**src/rtl/loop_seq_pkg.sv**
```systemverilog
// ---------------------------------------------------------------------------
// loop_seq_pkg
// Shared definitions for the nested-loop sequencer slice: the controller
// state encoding and the default index widths used by loop_sequencer and
// loop_index_ctr.
// ---------------------------------------------------------------------------
package loop_seq_pkg;

    // Controller states; encodings are fixed so other blocks can decode them.
    typedef enum logic [1:0] {
        ST_IDLE = 2'd0,
        ST_RUN  = 2'd1,
        ST_DONE = 2'd2
    } seqState_e;

    localparam int DEFAULT_ROW_W = 4;
    localparam int DEFAULT_COL_W = 4;

endpackage

```
**src/rtl/loop_index_ctr.sv**
```systemverilog
// ---------------------------------------------------------------------------
// loop_index_ctr
// One loop index: a WIDTH-bit counter that counts up from 0 to max_i and
// wraps back to 0 on the next enabled step. Used twice by loop_sequencer,
// once for the row and once for the column.
//
// Ports
//   clk       in   1      clock, rising edge
//   rst       in   1      asynchronous active-high reset (index -> 0)
//   clr_i     in   1      synchronous clear to 0, wins over en_i
//   en_i      in   1      advance one step
//   max_i     in   WIDTH  last index value (inclusive)
//   idx_o     out  WIDTH  current index
//   atMax_o   out  1      idx_o equals max_i
// ---------------------------------------------------------------------------
module loop_index_ctr
    import loop_seq_pkg::*;
#(
    parameter int WIDTH = DEFAULT_ROW_W
) (
    input  logic             clk,
    input  logic             rst,
    input  logic             clr_i,
    input  logic             en_i,
    input  logic [WIDTH-1:0] max_i,
    output logic [WIDTH-1:0] idx_o,
    output logic             atMax_o
);

    logic [WIDTH-1:0] idx_q;
    logic [WIDTH-1:0] idx_d;

    // Equality compare only: an all-ones bound is reached without overflow.
    assign atMax_o = (idx_q == max_i);
    assign idx_o   = idx_q;

    // Next index: clear has priority, otherwise step or wrap at the bound.
    always_comb begin
        idx_d = idx_q;
        if (clr_i) begin
            idx_d = '0;
        end else if (en_i) begin
            if (atMax_o) begin
                idx_d = '0;
            end else begin
                idx_d = idx_q + WIDTH'(1);
            end
        end
    end

    // Index register.
    always_ff @(posedge clk or posedge rst) begin
        if (rst) begin
            idx_q <= '0;
        end else begin
            idx_q <= idx_d;
        end
    end

endmodule

```
**src/rtl/loop_sequencer.sv**
```systemverilog
// ---------------------------------------------------------------------------
// loop_sequencer
// Two-level nested-loop controller. After start it walks (row, col) from
// (0,0) to the latched bounds, column innermost, presenting one index pair
// per non-stalled cycle to the datapath, then pulses done for one cycle.
//
// Ports
//   clk        in   1      clock, rising edge
//   rst        in   1      asynchronous active-high reset
//   start_i    in   1      request a sweep (sampled in IDLE)
//   stall_i    in   1      datapath back-pressure: hold indices, drop valid
//   abort_i    in   1      cancel an active sweep (no done pulse)
//   rowMax_i   in   ROW_W  last row index, latched at start
//   colMax_i   in   COL_W  last col index, latched at start
//   busy_o     out  1      sweep in progress
//   valid_o    out  1      indices carry a live iteration this cycle
//   rowIdx_o   out  ROW_W  current row index
//   colIdx_o   out  COL_W  current col index
//   first_o    out  1      live iteration is (0,0)
//   last_o     out  1      live iteration is (rowMax, colMax)
//   done_o     out  1      one-cycle pulse after the final iteration
//
// Build option
//   LOOP_SEQUENCER_AUTO_RESTART_EN: when defined, start seen during the
//   done cycle launches the next sweep directly, skipping the idle cycle.
// ---------------------------------------------------------------------------
module loop_sequencer
    import loop_seq_pkg::*;
#(
    parameter int ROW_W = DEFAULT_ROW_W,
    parameter int COL_W = DEFAULT_COL_W
) (
    input  logic             clk,
    input  logic             rst,
    input  logic             start_i,
    input  logic             stall_i,
    input  logic             abort_i,
    input  logic [ROW_W-1:0] rowMax_i,
    input  logic [COL_W-1:0] colMax_i,
    output logic             busy_o,
    output logic             valid_o,
    output logic [ROW_W-1:0] rowIdx_o,
    output logic [COL_W-1:0] colIdx_o,
    output logic             first_o,
    output logic             last_o,
    output logic             done_o
);

    seqState_e        state_q;
    seqState_e        state_d;
    logic [ROW_W-1:0] rowMax_q;
    logic [ROW_W-1:0] rowMax_d;
    logic [COL_W-1:0] colMax_q;
    logic [COL_W-1:0] colMax_d;

    logic             ctrClr;
    logic             colEn;
    logic             rowEn;
    logic             colAtMax;
    logic             rowAtMax;

    // Column index: the inner loop.
    loop_index_ctr #(
        .WIDTH (COL_W)
    ) u_colCtr (
        .clk     (clk),
        .rst     (rst),
        .clr_i   (ctrClr),
        .en_i    (colEn),
        .max_i   (colMax_q),
        .idx_o   (colIdx_o),
        .atMax_o (colAtMax)
    );

    // Row index: steps only when the column wraps.
    loop_index_ctr #(
        .WIDTH (ROW_W)
    ) u_rowCtr (
        .clk     (clk),
        .rst     (rst),
        .clr_i   (ctrClr),
        .en_i    (rowEn),
        .max_i   (rowMax_q),
        .idx_o   (rowIdx_o),
        .atMax_o (rowAtMax)
    );

    // Next-state and counter control. Counters are held clear outside RUN so
    // every sweep begins at (0,0); DONE keeps the final pair visible for its
    // single cycle and clears on the way out. On the final iteration the
    // counters are not enabled, so the indices never wrap back to (0,0).
    always_comb begin
        state_d  = state_q;
        rowMax_d = rowMax_q;
        colMax_d = colMax_q;
        ctrClr   = 1'b0;
        colEn    = 1'b0;
        rowEn    = 1'b0;
        case (state_q)
            ST_IDLE: begin
                ctrClr = 1'b1;
                if (start_i) begin
                    rowMax_d = rowMax_i;
                    colMax_d = colMax_i;
                    state_d  = ST_RUN;
                end
            end
            ST_RUN: begin
                if (abort_i) begin
                    ctrClr  = 1'b1;
                    state_d = ST_IDLE;
                end else if (!stall_i) begin
                    if (colAtMax && rowAtMax) begin
                        state_d = ST_DONE;
                    end else begin
                        colEn = 1'b1;
                        rowEn = colAtMax;
                    end
                end
            end
            ST_DONE: begin
                ctrClr  = 1'b1;
                state_d = ST_IDLE;
`ifdef LOOP_SEQUENCER_AUTO_RESTART_EN
                if (start_i) begin
                    rowMax_d = rowMax_i;
                    colMax_d = colMax_i;
                    state_d  = ST_RUN;
                end
`endif
            end
            default: begin
                ctrClr  = 1'b1;
                state_d = ST_IDLE;
            end
        endcase
    end

    // State and latched-bound registers.
    always_ff @(posedge clk or posedge rst) begin
        if (rst) begin
            state_q  <= ST_IDLE;
            rowMax_q <= '0;
            colMax_q <= '0;
        end else begin
            state_q  <= state_d;
            rowMax_q <= rowMax_d;
            colMax_q <= colMax_d;
        end
    end

    // Output decode from the registered state and indices; valid also
    // follows the live stall input so a stalled cycle is never consumed.
    assign busy_o  = (state_q == ST_RUN);
    assign valid_o = busy_o && !stall_i;
    assign first_o = valid_o && (rowIdx_o == '0) && (colIdx_o == '0);
    assign last_o  = valid_o && rowAtMax && colAtMax;
    assign done_o  = (state_q == ST_DONE);

endmodule

```
**config.mk**
```make
export PLATFORM = sky130hd
export DESIGN_NAME = loop_sequencer
export DESIGN_NICKNAME = d
export VERILOG_FILES = /design/src/rtl/loop_seq_pkg.sv /design/src/rtl/loop_index_ctr.sv /design/src/rtl/loop_sequencer.sv
export SDC_FILE = /design/constraint.sdc
export NUM_CORES = 1
export LEC_CHECK = 0
export CAP_MARGIN = 40
export CORE_UTILIZATION = 43
export CTS_CLUSTER_SIZE = 10
export DETAILED_ROUTE_END_ITERATION = 6
export PLACE_DENSITY = 0.73
export SETUP_SLACK_MARGIN = 0.1
export SYNTH_ARGS = -nofsm -noshare
export SYNTH_HDL_FRONTEND = slang
export SYNTH_HIERARCHICAL = 1
export SYNTH_SLANG_ARGS = --single-unit
```
**constraint.sdc**
```tcl
create_clock -name clk -period 1.9 [get_ports clk]
set_clock_uncertainty 0.1 [all_clocks]
set_input_delay 0.19 -clock clk [delete_from_list [all_inputs] [get_ports clk]]
set_output_delay 0.19 -clock clk [all_outputs]
set_load 0.02 [all_outputs]
```
# Word-level counts from Yosys, hierarchy flattened
# Cells that the tools add are included.
[totals]
ff_bits = 18
word_cells = 49
out_inout_bits = 13
[classes]
eq_ne = 7
n_addsub = 2
muxes = 21
reduce_logical = 14
[ops]
columns = ["op", "n"]
rows = [
  ["$mux 4", 6],
  ["$mux 1", 10],
  ["$add 4x1->4 const B", 2],
  ["$eq 4x4->1", 2],
  ["$logic_not 4->1", 2],
  ["$mux 2", 4],
  ["$logic_and 1x1->1", 6],
  ["$pmux 2 s2", 1],
  ["$reduce_bool 2->1", 2],
  ["$ne 3x2->1 const B", 1],
  ["$ne 3x3->1 const B", 1],
  ["$reduce_and 3->1", 1],
  ["$eq 2x1->1 const B", 1],
  ["$eq 2x2->1 const B", 1],
  ["$logic_not 2->1", 1],
  ["$ne 2x2->1 const B", 1],
  ["$reduce_and 2->1", 1],
  ["$logic_not 1->1", 1],
]

# Logic depth before layout (Yosys ltp)
[depth]
ltp_word = 8
ltp_mapped = 7

# Cells and area by module
# The synthesis kept the hierarchy.
[modules_own_cells]
columns = ["mod", "cells_each", "area_per_inst_um2", "n_inst"]
rows = [
  ["loop_index_ctr", 27, 276.5, 2],
  ["loop_sequencer", 35, 470.5, 1],
]

# Worst setup path after synthesis
# OpenSTA, ideal clock, no wires.
[synth_timing]
path_kind = "flip-flop to flip-flop"
from = "reg u_colCtr.idx_q[1], in the netlist u_colCtr/idx_o[1]"
to = "reg u_rowCtr.idx_q[2], in the netlist u_rowCtr/idx_o[2]"
t_arrival_ns = 2.035
slack_ns = -0.356
setup_ns = 0.122
synth_period_minus_slack_ns = 2.256
t_required_ns = 1.678
stages_incl_launch_ff = 7
n_path_buf = 1
cell_sequence = "dfrtp_1 > xor2_1 > nor4_4 > nor4b_2 > buf_1 > a21oi_1 > a2111oi_1"
[synth_between]
elab_chain_len = 7
[synth_lines]
columns = ["element", "line_no", "source"]
rows = [
  ["start: declaration", "loop_index_ctr.sv:30", "logic [WIDTH-1:0] idx_q;"],
  ["start signal: assignment", "loop_index_ctr.sv:56", "idx_q <= idx_d;"],
  ["$eq 4x4->1 (*)", "loop_index_ctr.sv:34", "assign atMax_o = (idx_q == max_i);"],
  ["named net colAtMax", "loop_sequencer.sv:59", "logic colAtMax;"],
  ["$logic_and 1x1->1", "loop_sequencer.sv:113", "if (colAtMax && rowAtMax) begin"],
  ["$mux 1 (*)", "loop_sequencer.sv:113", ""],
  ["$mux 1 (*)", "loop_sequencer.sv:112", "end else if (!stall_i) begin"],
  ["$mux 1 (*)", "loop_sequencer.sv:109", "if (abort_i) begin"],
  ["$mux 1 (*)", "loop_sequencer.sv:99", "case (state_q)"],
  ["named net rowEn", "loop_sequencer.sv:58", "logic rowEn;"],
  ["$reduce_bool 2->1 (no source line) (*)", "--", ""],
  ["end signal: assignment", "loop_index_ctr.sv:56", ""],
  ["end: declaration", "loop_index_ctr.sv:30", ""],
]
# Mark *: on every way through the listed nets, which the timed path passes. The rest lies on a longest branch.
# A chain may end at the register's enable or synchronous reset.

# Worst setup path after layout
[layout_timing]
from = "reg u_rowCtr.idx_q[1], in the netlist u_rowCtr/idx_o[1]"
to = "reg u_colCtr.idx_q[3], in the netlist u_colCtr/idx_o[3]"
[layout_between]
elab_chain_len = 7
[layout_lines]
columns = ["element", "line_no", "source"]
rows = [
  ["$eq 4x4->1", "loop_index_ctr.sv:34", ""],
  ["named net rowAtMax", "loop_sequencer.sv:60", "logic rowAtMax;"],
  ["$logic_and 1x1->1", "loop_sequencer.sv:113", ""],
  ["$mux 1", "loop_sequencer.sv:113", ""],
  ["$mux 1", "loop_sequencer.sv:112", ""],
  ["$mux 1", "loop_sequencer.sv:109", ""],
  ["$mux 1", "loop_sequencer.sv:99", ""],
  ["named net colEn", "loop_sequencer.sv:57", "logic colEn;"],
  ["$reduce_bool 2->1 (no source line)", "--", ""],
]
# The timed path passes the listed nets, and every way through them passes these cells.

==> flow_metrics.py <==
metrics = {
    "drt": {
        "remaining_drc_errors": 0,
        "routed_wirelength_um": 3280,
        "vias": 960,
        "ant_nets": 0,
        "drtPass1Iterations": 6,
        "first_iter_violations": 28,
        "wl_per_cell_um": 19.0,
        "vias_per_cell": 5.55,
    },
    "grt": {
        "grt.total_usage": 0.262,
        "grt_pass1_vias": 983,
        "grt_pass1_wl_um": 4720,
        "grt_max_degree": 14,
        "overflow": 0,
        "antenna_found_initial": 0,
    },
    "clocking": {
        "cts_hold_buf": 0,
        "cts.sinks": 18,
        "cts_tree": "built",
        "clk_pin_slew_ns": 0.11,
        "clock_latency_ns": 0.31,
        "numCtsBuffers": 3,
        "cts.path.max_buffers": 2,
        "cts.htree.levels": 1,
        "root_buffer": "clkbuf_4",
    },
    "finish": {
        "area_growth_pct": 80.4,
        "final_nets": 161,
        "final_area_um2": 1850,
        "layout-drive-gt1-share": 0.593,
        "final_core_util": 0.827,
        "antenna_cells": 0,
        "fin_cells": 173,
    },
    "pwr": {
        "p_seq_frac": 0.442,
        "p_per_area_nw_per_um2": 578,
        "p_comb_frac": 0.323,
        "power.switching_mw": 0.346,
        "p_sw_frac": 0.324,
        "p_int_mw": 0.722,
        "irDropWorstVdd_mv": 0.601,
        "p_clk_frac": 0.235,
        "p_leak_nw": 0.918,
    },
    "yosys": {
        "async_flop_share": 1.00,
        "synth_cell_type_count": 28,
        "syn-num-nets": 104,
        "avgSynthCellArea_um2": 11.5,
        "yosysWarnings": 6,
        "netlist_area_um2": 1020,
        "ys_ff_latch": 18,
        "yosysMostFrequentCell": "dfrtp_1",
        "synth_top_area_cell": "dfrtp_1",
        "synthesis.instances": 89,
        "synthFlopType": "dfrtp_1",
        "synth_top_area_frac": 0.440,
        "synth_area_leaders": "dfrtp_1 (44%), mux2_2 (8.8%), xor2_1 (6.8%)",
        "synth_edf_count": 0,
        "synth_commonest_cells": "dfrtp_1 (18), mux2_2 (8), xor2_1 (8), inv_1 (7), nor2_1 (6)",
        "synth_seq_area_share": 0.440,
    },
    "outcome": {
        "violations": "setup timing",
        "run_status": "complete, but fails checks",
    },
    "sta": {
        "period_share": 1.09,
        "fin_ws_ns": -0.173,
        "setup_viol": 10,
        "hold_viol_final": 0,
        "rsz0062_at_grt": "yes",
        "fin_crit_ns": 2.07,
        "drv_slew": 0,
        "slew_headroom": 0.677,
        "fmax_mhz": 482,
        "worst_slew_pin_slew_ns": 0.484,
    },
    "setup_path": {
        "rr_worst_depth": 7,
        "crit_chain": "xor2_2, nor4_4, buf_4, a2111oi_4, buf_6, buf_8, a2111oi_4",
        "cp-startpoint": "u_rowCtr/idx_o[1]$_DFFE_PP0P_",
        "cp_slowest_stage_delay_ns": 0.45,
        "slowest_stage": "dfrtp_2",
        "path_class": "reg2reg",
        "arrival_ns": 2.17,
        "cp_max_fo": 6,
        "reg2reg_from": "u_rowCtr/idx_o[1]$_DFFE_PP0P_",
        "end_kind": "register",
        "reg2reg_slack_ns": -0.17,
        "cpMostUsedCell": "a2111oi_4",
        "r2r-end": "u_colCtr/idx_o[3]$_DFFE_PP0P_",
        "cp.required_ns": 2.00,
        "start_kind": "register",
    },
    "placement": {
        "port_buffers": 25,
        "place_ws_ns": -0.186,
        "gp_congestion": 0.852,
        "dp_hpwl_um": 1930,
        "dp_cells": 161,
        "dpl_cell_area_um2": 1520,
    },
    "floorplan": {
        "initial_core_util": 0.458,
        "core_um2": 2230,
        "dieArea_um2": 2580,
        "die_w_um": 50.8,
        "ios": 26,
        "fp.dieH_um": 50.8,
        "rows": 17,
    },
    "worst_hold_path": {
        "hp-class": "in2async",
    },
    "flow_run": {
        "drv_cap": 0,
    },
}
[area by class of cell]
| type | count | area (µm²) |
|---|---|---|
| inverter | 7 | 26.3 |
| sequential | 18 | 458 |
| clock buffer | 4 | 36.3 |
| multi-input combinational | 62 | 786 |
| tap | 28 | 35.0 |
| fill | 108 | 387 |
| timing repair buffer | 54 | 505 |
[worst max-delay path, delay by kind of cell, from the launching register on]
| family | cells | cell delay (ns) |
|---|---|---|
| buffers and inverters | 3 | 0.49 |
| flip-flops | 1 | 0.45 |
| AO/OA/AOI/OAI | 2 | 0.39 |
| AND/OR/NAND/NOR | 1 | 0.35 |
| XOR/XNOR | 1 | 0.19 |
[power by group through the flow]
stage                     registers, mW  clock network, mW  logic (mW)
after detailed placement          0.475                  0       0.277
final                             0.472              0.251       0.345
after CTS                         0.471              0.257       0.313
after floorplan                   0.470                  0       0.174
after global routing              0.479              0.272       0.365
after global placement            0.471                  0       0.268
[sequential cells by signal, summed over array words and instances, names as in the netlist]
signal and cells:
u_rowCtr/idx_o 4, colMax_q 4, state_q 2, u_colCtr/idx_o 4
rowMax_q 4
[logic make-up after synthesis]
| group | count (synthesis) | share of synthesized area |
|---|---|---|
| flops | 18 | 0.440 |
| simple gates | 30 | 0.221 |
| compound gates | 12 | 0.105 |
| buf+inv | 9 | 0.0330 |
| fa+ha+maj | 2 | 0.0244 |
| xor+xnor | 8 | 0.0685 |
| mux | 10 | 0.108 |
[cell usage in the layout (no fill, tap or decap), drive strengths merged, types with 5 or more instances in the layout]
cell	count
nor2	6
clkdlybuf4s50	12
xor2	8
buf	31
dlymetal6s2s	8
inv	7
mux2	8
clkbuf	5
dfrtp	18
a2111oi	5
[worst max-delay path by stage]
stage                                               end  slack [ns]  cells after the start
after floorplan           u_colCtr/idx_o[2]$_DFFE_PP0P_       -0.20                      6
after global placement                           last_o       -0.17                      5
after detailed placement  u_rowCtr/idx_o[3]$_DFFE_PP0P_       -0.19                      8
after CTS                 u_rowCtr/idx_o[2]$_DFFE_PP0P_       -0.09                      7
after global routing      u_rowCtr/idx_o[3]$_DFFE_PP0P_       -0.25                      7
final                     u_colCtr/idx_o[3]$_DFFE_PP0P_       -0.17                      7
[stage by stage]
stage,hold slack (ns),TNS [ns],power (mW)
2_1_floorplan,-0.144,-0.661,0.644
3_3_place_gp,0.340,-0.841,0.739
3_5_place_dp,0.348,-1.10,0.752
4_1_cts,0.00803,-0.373,1.04
5_1_grt,0.0211,-1.65,1.12
6_report,0.0332,-0.942,1.07
[what timing repair did]
item,CTS,global route
setup buffers,5,5
resized for setup,32,29
gates cloned,0,0
endpoints found under the setup margin,13,19
pin swaps,8,7
[metal layers]
layer / routed length, µm / track usage / up-vias
met5: 0 / 0 / -
met4: 31 / 0.130 / 0
met3: 127 / 0.0636 / 4
met2: 1660 / 0.447 / 28
met1: 1470 / 0.304 / 500
li1: - / - / 428
(Power assumes the default switching activity.)
